$ cat src/rtl/imm_pkg.sv
// Shared format codes and RV opcode constants for the immediate-generator stage.
package imm_pkg;

  localparam logic [2:0] FMT_R   = 3'd0;
  localparam logic [2:0] FMT_I   = 3'd1;
  localparam logic [2:0] FMT_S   = 3'd2;
  localparam logic [2:0] FMT_B   = 3'd3;
  localparam logic [2:0] FMT_U   = 3'd4;
  localparam logic [2:0] FMT_J   = 3'd5;
  localparam logic [2:0] FMT_SH  = 3'd6;
  localparam logic [2:0] FMT_ILL = 3'd7;

  localparam logic [6:0] OPC_OPIMM   = 7'b0010011;
  localparam logic [6:0] OPC_LOAD    = 7'b0000011;
  localparam logic [6:0] OPC_JALR    = 7'b1100111;
  localparam logic [6:0] OPC_OPIMM32 = 7'b0011011;
  localparam logic [6:0] OPC_STORE   = 7'b0100011;
  localparam logic [6:0] OPC_BRANCH  = 7'b1100011;
  localparam logic [6:0] OPC_LUI     = 7'b0110111;
  localparam logic [6:0] OPC_AUIPC   = 7'b0010111;
  localparam logic [6:0] OPC_JAL     = 7'b1101111;
  localparam logic [6:0] OPC_OP      = 7'b0110011;
  localparam logic [6:0] OPC_OP32    = 7'b0111011;

  // funct3 001 (sll) and 101 (srl/sra) carry a shamt instead of a 12-bit immediate
  function automatic logic is_shift(input logic [2:0] f3);
    return (f3 == 3'b001) || (f3 == 3'b101);
  endfunction

endpackage

$ cat src/rtl/imm_decode.sv
// Combinational immediate decoder: instruction word -> extended immediate, format code, illegal flag.
module imm_decode
  import imm_pkg::*;
#(
  parameter int XLEN = 32
) (
  input  logic [31:0]     i_instr,
  output logic [XLEN-1:0] o_imm,
  output logic [2:0]      o_fmt,
  output logic            o_err
);

  localparam int SHW = (XLEN == 64) ? 6 : 5;

  logic [6:0]         w_opc;
  logic [2:0]         w_f3;
  logic signed [31:0] w_v;
  logic [XLEN-1:0]    w_shamt;

  assign w_opc = i_instr[6:0];
  assign w_f3  = i_instr[14:12];

  function automatic logic [XLEN-1:0] sext32(input logic signed [31:0] v);
    logic signed [XLEN-1:0] t;
    t = v;
    return t;
  endfunction

  always_comb begin
    o_fmt = FMT_ILL;
    o_err = 1'b1;
    unique case (w_opc)
      OPC_OPIMM:              begin o_fmt = is_shift(w_f3) ? FMT_SH : FMT_I; o_err = 1'b0; end
      OPC_LOAD, OPC_JALR:     begin o_fmt = FMT_I; o_err = 1'b0; end
      OPC_OPIMM32: begin
        if (XLEN == 64) begin
          o_fmt = is_shift(w_f3) ? FMT_SH : FMT_I;
          o_err = 1'b0;
        end
      end
      OPC_STORE:              begin o_fmt = FMT_S; o_err = 1'b0; end
      OPC_BRANCH:             begin o_fmt = FMT_B; o_err = 1'b0; end
      OPC_LUI, OPC_AUIPC:     begin o_fmt = FMT_U; o_err = 1'b0; end
      OPC_JAL:                begin o_fmt = FMT_J; o_err = 1'b0; end
      OPC_OP:                 begin o_fmt = FMT_R; o_err = 1'b0; end
      OPC_OP32: begin
        if (XLEN == 64) begin
          o_fmt = FMT_R;
          o_err = 1'b0;
        end
      end
      default: ;
    endcase
  end

  // Every signed format is assembled as a 32-bit value, then widened to XLEN
  always_comb begin
    w_v = '0;
    unique case (o_fmt)
      FMT_I:   w_v = {{20{i_instr[31]}}, i_instr[31:20]};
      FMT_S:   w_v = {{20{i_instr[31]}}, i_instr[31:25], i_instr[11:7]};
      FMT_B:   w_v = {{19{i_instr[31]}}, i_instr[31], i_instr[7], i_instr[30:25],
                      i_instr[11:8], 1'b0};
      FMT_U:   w_v = {i_instr[31:12], 12'b0};
      FMT_J:   w_v = {{11{i_instr[31]}}, i_instr[31], i_instr[19:12], i_instr[20],
                      i_instr[30:21], 1'b0};
      default: w_v = '0;
    endcase
  end

  always_comb begin
    w_shamt          = '0;
    w_shamt[SHW-1:0] = i_instr[20 +: SHW];
  end

  assign o_imm = (o_fmt == FMT_SH) ? w_shamt : sext32(w_v);

endmodule

$ cat src/rtl/imm_gen_stage.sv
// ID-stage immediate generator: decoded result held behind a valid/ready output buffer.
module imm_gen_stage
  import imm_pkg::*;
#(
  parameter int XLEN = 32,
  parameter int SKID = 1
) (
  input  logic            clk_i,
  input  logic            rst_i,
  input  logic            flush_i,
  input  logic [31:0]     instr_i,
  input  logic            in_valid_i,
  output logic            in_ready_o,
  output logic            out_valid_o,
  input  logic            out_ready_i,
  output logic [XLEN-1:0] imm_o,
  output logic [2:0]      fmt_o,
  output logic            err_o
);

  logic [XLEN-1:0] w_dec_imm;
  logic [2:0]      w_dec_fmt;
  logic            w_dec_err;

  imm_decode #(.XLEN(XLEN)) u_dec (
    .i_instr (instr_i),
    .o_imm   (w_dec_imm),
    .o_fmt   (w_dec_fmt),
    .o_err   (w_dec_err)
  );

  logic            r_main_vld;
  logic [XLEN-1:0] r_main_imm;
  logic [2:0]      r_main_fmt;
  logic            r_main_err;

  logic            w_acc;
  logic            w_main_free;
  logic            w_skid_vld;
  logic [XLEN-1:0] w_skid_imm;
  logic [2:0]      w_skid_fmt;
  logic            w_skid_err;

  assign w_acc       = in_valid_i & in_ready_o;
  assign w_main_free = ~r_main_vld | out_ready_i;

  generate
    if (SKID != 0) begin : g_skid
      logic            r_skid_vld;
      logic [XLEN-1:0] r_skid_imm;
      logic [2:0]      r_skid_fmt;
      logic            r_skid_err;

      // Skid only fills when main is full and not draining; it always empties into main
      always_ff @(posedge clk_i) begin
        if (rst_i || flush_i) begin
          r_skid_vld <= 1'b0;
        end else if (r_skid_vld) begin
          if (out_ready_i) r_skid_vld <= 1'b0;
        end else if (w_acc && !w_main_free) begin
          r_skid_vld <= 1'b1;
        end
      end

      always_ff @(posedge clk_i) begin
        if (!r_skid_vld && w_acc && !w_main_free) begin
          r_skid_imm <= w_dec_imm;
          r_skid_fmt <= w_dec_fmt;
          r_skid_err <= w_dec_err;
        end
      end

      assign in_ready_o = ~r_skid_vld;
      assign w_skid_vld = r_skid_vld;
      assign w_skid_imm = r_skid_imm;
      assign w_skid_fmt = r_skid_fmt;
      assign w_skid_err = r_skid_err;
    end else begin : g_noskid
      assign in_ready_o = w_main_free;
      assign w_skid_vld = 1'b0;
      assign w_skid_imm = '0;
      assign w_skid_fmt = '0;
      assign w_skid_err = 1'b0;
    end
  endgenerate

  always_ff @(posedge clk_i) begin
    if (rst_i) begin
      r_main_vld <= 1'b0;
      r_main_imm <= '0;
      r_main_fmt <= '0;
      r_main_err <= 1'b0;
    end else if (flush_i) begin
      r_main_vld <= 1'b0;
    end else if (w_main_free) begin
      // The older skid entry has priority over a fresh decode
      if (w_skid_vld) begin
        r_main_vld <= 1'b1;
        r_main_imm <= w_skid_imm;
        r_main_fmt <= w_skid_fmt;
        r_main_err <= w_skid_err;
      end else if (w_acc) begin
        r_main_vld <= 1'b1;
        r_main_imm <= w_dec_imm;
        r_main_fmt <= w_dec_fmt;
        r_main_err <= w_dec_err;
      end else begin
        r_main_vld <= 1'b0;
      end
    end
  end

  assign out_valid_o = r_main_vld;
  assign imm_o       = r_main_imm;
  assign fmt_o       = r_main_fmt;
  assign err_o       = r_main_err;

endmodule

$ cat config.mk
export PLATFORM = sky130hd
export DESIGN_NAME = imm_gen_stage
export DESIGN_NICKNAME = d
export VERILOG_FILES = /design/src/rtl/imm_pkg.sv /design/src/rtl/imm_decode.sv /design/src/rtl/imm_gen_stage.sv
export SDC_FILE = /design/constraint.sdc
export NUM_CORES = 1
export LEC_CHECK = 0
export ABC_AREA = 1
export BUFFER_PORTS_ARGS = -buffer_cell sky130_fd_sc_hd__buf_2
export CAP_MARGIN = 20
export CORE_MARGIN = 1.5
export CORE_UTILIZATION = 55
export CTS_BUF_LIST = sky130_fd_sc_hd__clkbuf_16
export DETAILED_ROUTE_END_ITERATION = 10
export HOLD_SLACK_MARGIN = 0.03
export PLACE_DENSITY = 0.91
export SETUP_SLACK_MARGIN = 0.05
export SYNTH_ARGS = -nofsm -noshare
export SYNTH_HDL_FRONTEND = slang
export SYNTH_SLANG_ARGS = --single-unit
$ cat constraint.sdc
create_clock -name clk_i -period 2.85 [get_ports clk_i]
set_input_delay 0.1425 -clock clk_i [delete_from_list [all_inputs] [get_ports clk_i]]
set_output_delay 0.1425 -clock clk_i [all_outputs]
set_load 0.02 [all_outputs]
==> impl_summary.md <==
Floorplan
Once the floorplan was initialized, standard cells occupied about 57% of the core. The die width is between 80 and 90 µm. The area inside the core boundary is about 6800 µm². The floorplan has 30 rows. The floorplan step set the die height to ~87 µm. The die area is 7510 µm².

In this run the count of I/O pins placed on the die edge is 75.

Global route
Global routing finished with a remaining overflow of 0. The largest net degree at the start of global routing is just under 70. Global routing used roughly a quarter of the available tracks. The initial antenna violation count is 0. The via count of the first global-routing pass was roughly 3300.

The first global-routing pass estimated around 15000 µm of wire.

Clock tree
The root buffer cell is sky130_fd_sc_hd__clkbuf_16. The number of hold buffers added after CTS was 0. The source-to-sink clock delay at the later pin of the worst-skew pair is between 300 and 400 ps. The clock drives 74 sinks. The level count of the clock H-tree is 3.

The number of clock buffers inserted by TritonCTS is 9. The CTS tree is built. The maximum buffer depth of the clock tree is 2. The number of post-CTS setup repair buffers is 0. After clock tree synthesis, the clock-pin slew on the worst setup and hold paths is 60 ps. After clock tree synthesis, the repair step resized 0 gates.

Final layout
Leaving out fill and tap cells, the most frequent cells in the layout are sky130_fd_sc_hd__nand2_1 (127), sky130_fd_sc_hd__nor2_1 (84), sky130_fd_sc_hd__buf_2 (74). The footprint of the multi-input gates is ~1700 µm². In the final design database the tool counted between 600 and 700 nets.

The finished cells cover around 4500 µm². The count of inserted antenna diode cells is 0. The library cell used most frequently in the layout, excluding fill and tap cells, is sky130_fd_sc_hd__nand2_1. The layout has between 500 and 600 filler cells.

The share of the core filled with cells in the final layout is 66.0%. The combined flip-flop and latch cell area is between 1500 and 2000 µm². The post-route netlist has a little over a fifth of its cells at a drive strength greater than 1. The area added between synthesis and finish is 16.4%.

Logic synthesis
The mean instance size in the synthesized netlist is between 7 and 8 µm². By area the synthesized netlist is led by sky130_fd_sc_hd__edfxtp_1 (28%), sky130_fd_sc_hd__dfxtp_1 (20%), sky130_fd_sc_hd__nand2_1 (12%). The area fraction in and, or, nand and nor cells after synthesis is a little over a third. The register bit total from synthesis is 74.

Summing the areas of all compound-gate instances in the mapped netlist gives under 10% of the synthesized area. The biggest area contributor in the post-synthesis netlist is sky130_fd_sc_hd__edfxtp_1. The fraction of the yosys area taken by sequential cells is 47.8%.

The total standard cell area after synthesis is approximately 3900 µm². Summed over its instances, the top area cell type makes up roughly 28% of the synthesized netlist area. The multiplexer area fraction after synthesis is 0%. The dominant combinational cell family by area after synthesis is simple AND/OR/NAND/NOR gates. The netlist uses 25 different library cells. The fraction of synthesized cell area in xor and xnor cells is 0%. Synthesis produced a netlist with a net count of roughly 540. The yosys synthesis warning count is 0. Of the total synthesized cell area, the portion taken by full adders, half adders and majority gates is 0%. The cell count after synthesis is between 500 and 600.

Worst setup path
The worst register-to-register path ends at imm_o[17]. In this run the worst path has a maximum fanout of 68. The setup slack of the worst register-to-register path is roughly 870 ps. STA puts the critical path data arrival time at between 2000 and 2500 ps. The worst setup path is captured at a flip-flop.

Counting cells, the worst reg-to-reg path comes to 6. The required time reported for the critical path endpoint is about 3100 ps. The class of the most critical setup path is flip-flop to flip-flop. The kind of start point of the critical path is a flip-flop. In this run the critical register-to-register path is launched from g_skid.r_skid_vld.

Routing
The remaining number of nets flagged by the antenna check after routing is 0. The routed wire length is 9130 µm. Before antenna repair, the detailed router went through 5 iterations. The DRC violation count after routing is 0. In the routed layout, each cell is associated on average with a via count of around 5.5. The vias after detailed routing is between 3000 and 4000. In this run, the number of DRC markers left after iteration 0 of detailed routing was 406. In the final routed layout, each cell accounts on average for 13.7 µm.

Min path
The startpoint of the tightest hold check path is out_ready_i. The worst hold path terminates at g_skid.r_skid_vld. The worst hold path belongs to the class primary input to flip-flop.

The worst hold path stage count is 4.

STA
The largest clock skew in the final design is 6.36 ps. After routing, the total negative slack on setup checks comes to 0 ps. The final setup violation count is 0. Timing would allow up to a little over 500 MHz. The total count of max-transition violations in the final report is 0. The tightest hold path in the finished design has a slack of ~85 ps. Setup repair after global routing left no endpoint under its margin. The share of the cycle needed by the critical path after routing is between 60% and 70%. The measured slew at the worst slew-check pin is about 1000 ps. The worst slew margin relative to its limit is between 30% and 40%. The shortest clock period the worst path allows after layout is around 2000 ps.

The number of failing hold endpoints at the final stage is 0.

Placed design
After detailed placement, the total cell area comes to 4200 µm². The count of input and output buffers is between 70 and 80. The HPWL after detailed placement is roughly 6300 µm. Routability-driven placement finished with a final weighted congestion of between 0.8 and 0.9.

Power and ir drop
The leakage power is ~2.4 nW. The design draws 2.35 mW. The maximum vdd drop is a little over 0.3 mV. The power density relative to cell area is 525 nW/µm².

Run status
The flow ran to the end, and the final reports show no timing, DRC or antenna violations.

Flow run
The number of violations of the max-capacitance limit is 0.
synth_stat cells:
library cell,count
sky130_fd_sc_hd__buf_1,2
sky130_fd_sc_hd__o21ai_0,12
sky130_fd_sc_hd__nand3_2,1
sky130_fd_sc_hd__edfxtp_1,36
sky130_fd_sc_hd__nand2_4,3
sky130_fd_sc_hd__nor3_2,1
sky130_fd_sc_hd__nor2_2,3
sky130_fd_sc_hd__nand2_2,6
sky130_fd_sc_hd__a21oi_1,42
sky130_fd_sc_hd__buf_6,4
sky130_fd_sc_hd__buf_4,6
sky130_fd_sc_hd__nand3_1,47
sky130_fd_sc_hd__nor2_4,3
sky130_fd_sc_hd__clkbuf_1,10
sky130_fd_sc_hd__buf_2,6
sky130_fd_sc_hd__inv_1,36
sky130_fd_sc_hd__nor3_1,1
sky130_fd_sc_hd__a21oi_2,8
sky130_fd_sc_hd__nand4_1,24
sky130_fd_sc_hd__or2_2,1
sky130_fd_sc_hd__inv_2,4
sky130_fd_sc_hd__nand3_4,1
sky130_fd_sc_hd__dfxtp_1,38
sky130_fd_sc_hd__nor2_1,85
sky130_fd_sc_hd__nand2_1,127
where the power goes:
part	switching [mW]	total, mW	leakage (nW)	internal (mW)
Combinational	0.118	0.171	1.51	0.0530
Sequential	0.00478	1.13	0.703	1.12
Clock	0.422	1.06	0.145	0.633
how the worst max path moves through the flow:
| stage | cells past startpoint | end | slack [ps] | from |
|---|---|---|---|---|
| after floorplan | 4 | g_skid.r_skid_err | 230 | out_valid_o |
| after global placement | 6 | imm_o[6] | 1010 | g_skid.r_skid_vld |
| after detailed placement | 6 | imm_o[17] | 920 | g_skid.r_skid_vld |
| after CTS | 6 | imm_o[17] | 860 | g_skid.r_skid_vld |
| after global routing | 6 | imm_o[13] | 640 | g_skid.r_skid_vld |
| final | 6 | imm_o[17] | 870 | g_skid.r_skid_vld |
metrics by stage:
| stage | setup slack, ps | instances |
|---|---|---|
| final | 867 | 668 |
| after global routing | 641 | 668 |
| after CTS | 860 | 668 |
| after detailed placement | 924 | 652 |
| after global placement | 1010 | 652 |
| after floorplan | 232 | 507 |
critical path: stages, from the launching register on:
cell                      delay (ps)
sky130_fd_sc_hd__dfxtp_1         520
sky130_fd_sc_hd__nor2_1          130
sky130_fd_sc_hd__nor3_2          300
sky130_fd_sc_hd__inv_2           460
sky130_fd_sc_hd__nor2_1          230
sky130_fd_sc_hd__nand2_1         100
sky130_fd_sc_hd__a21oi_1         150
state kept, by name, summed over array words and instances (netlist names):
name / cells
out_valid_o: 1
fmt_o: 3
imm_o: 32
g_skid.r_skid_fmt: 3
err_o: 1
g_skid.r_skid_imm: 32
g_skid.r_skid_vld: 1
g_skid.r_skid_err: 1
layer usage:
layer / vias up / share of wire [%] / GRT usage, %
met3: 23 / 7.5 / 5.81
li1: 1789 / - / -
met4: 0 / 2.6 / 10.9
met5: - / 0 / 0
met1: 1648 / 43 / 33.7
met2: 184 / 47 / 40.3
final cells by class:
type                       count  share of cell area (%)
sequential                    74                    41.1
multi-input combinational    365                    37.8
timing repair buffer          77                    8.76
clock buffer                  10                    5.58
inverter                      40                    3.35
tap                           96                    2.68
clock inverter                 6                   0.698
logic make-up after synthesis:
| logic type | count (synthesis) |
|---|---|
| simple gates | 303 |
| buf+inv | 68 |
| flops | 74 |
| compound gates | 62 |
Power figures use the tool's default switching activity.
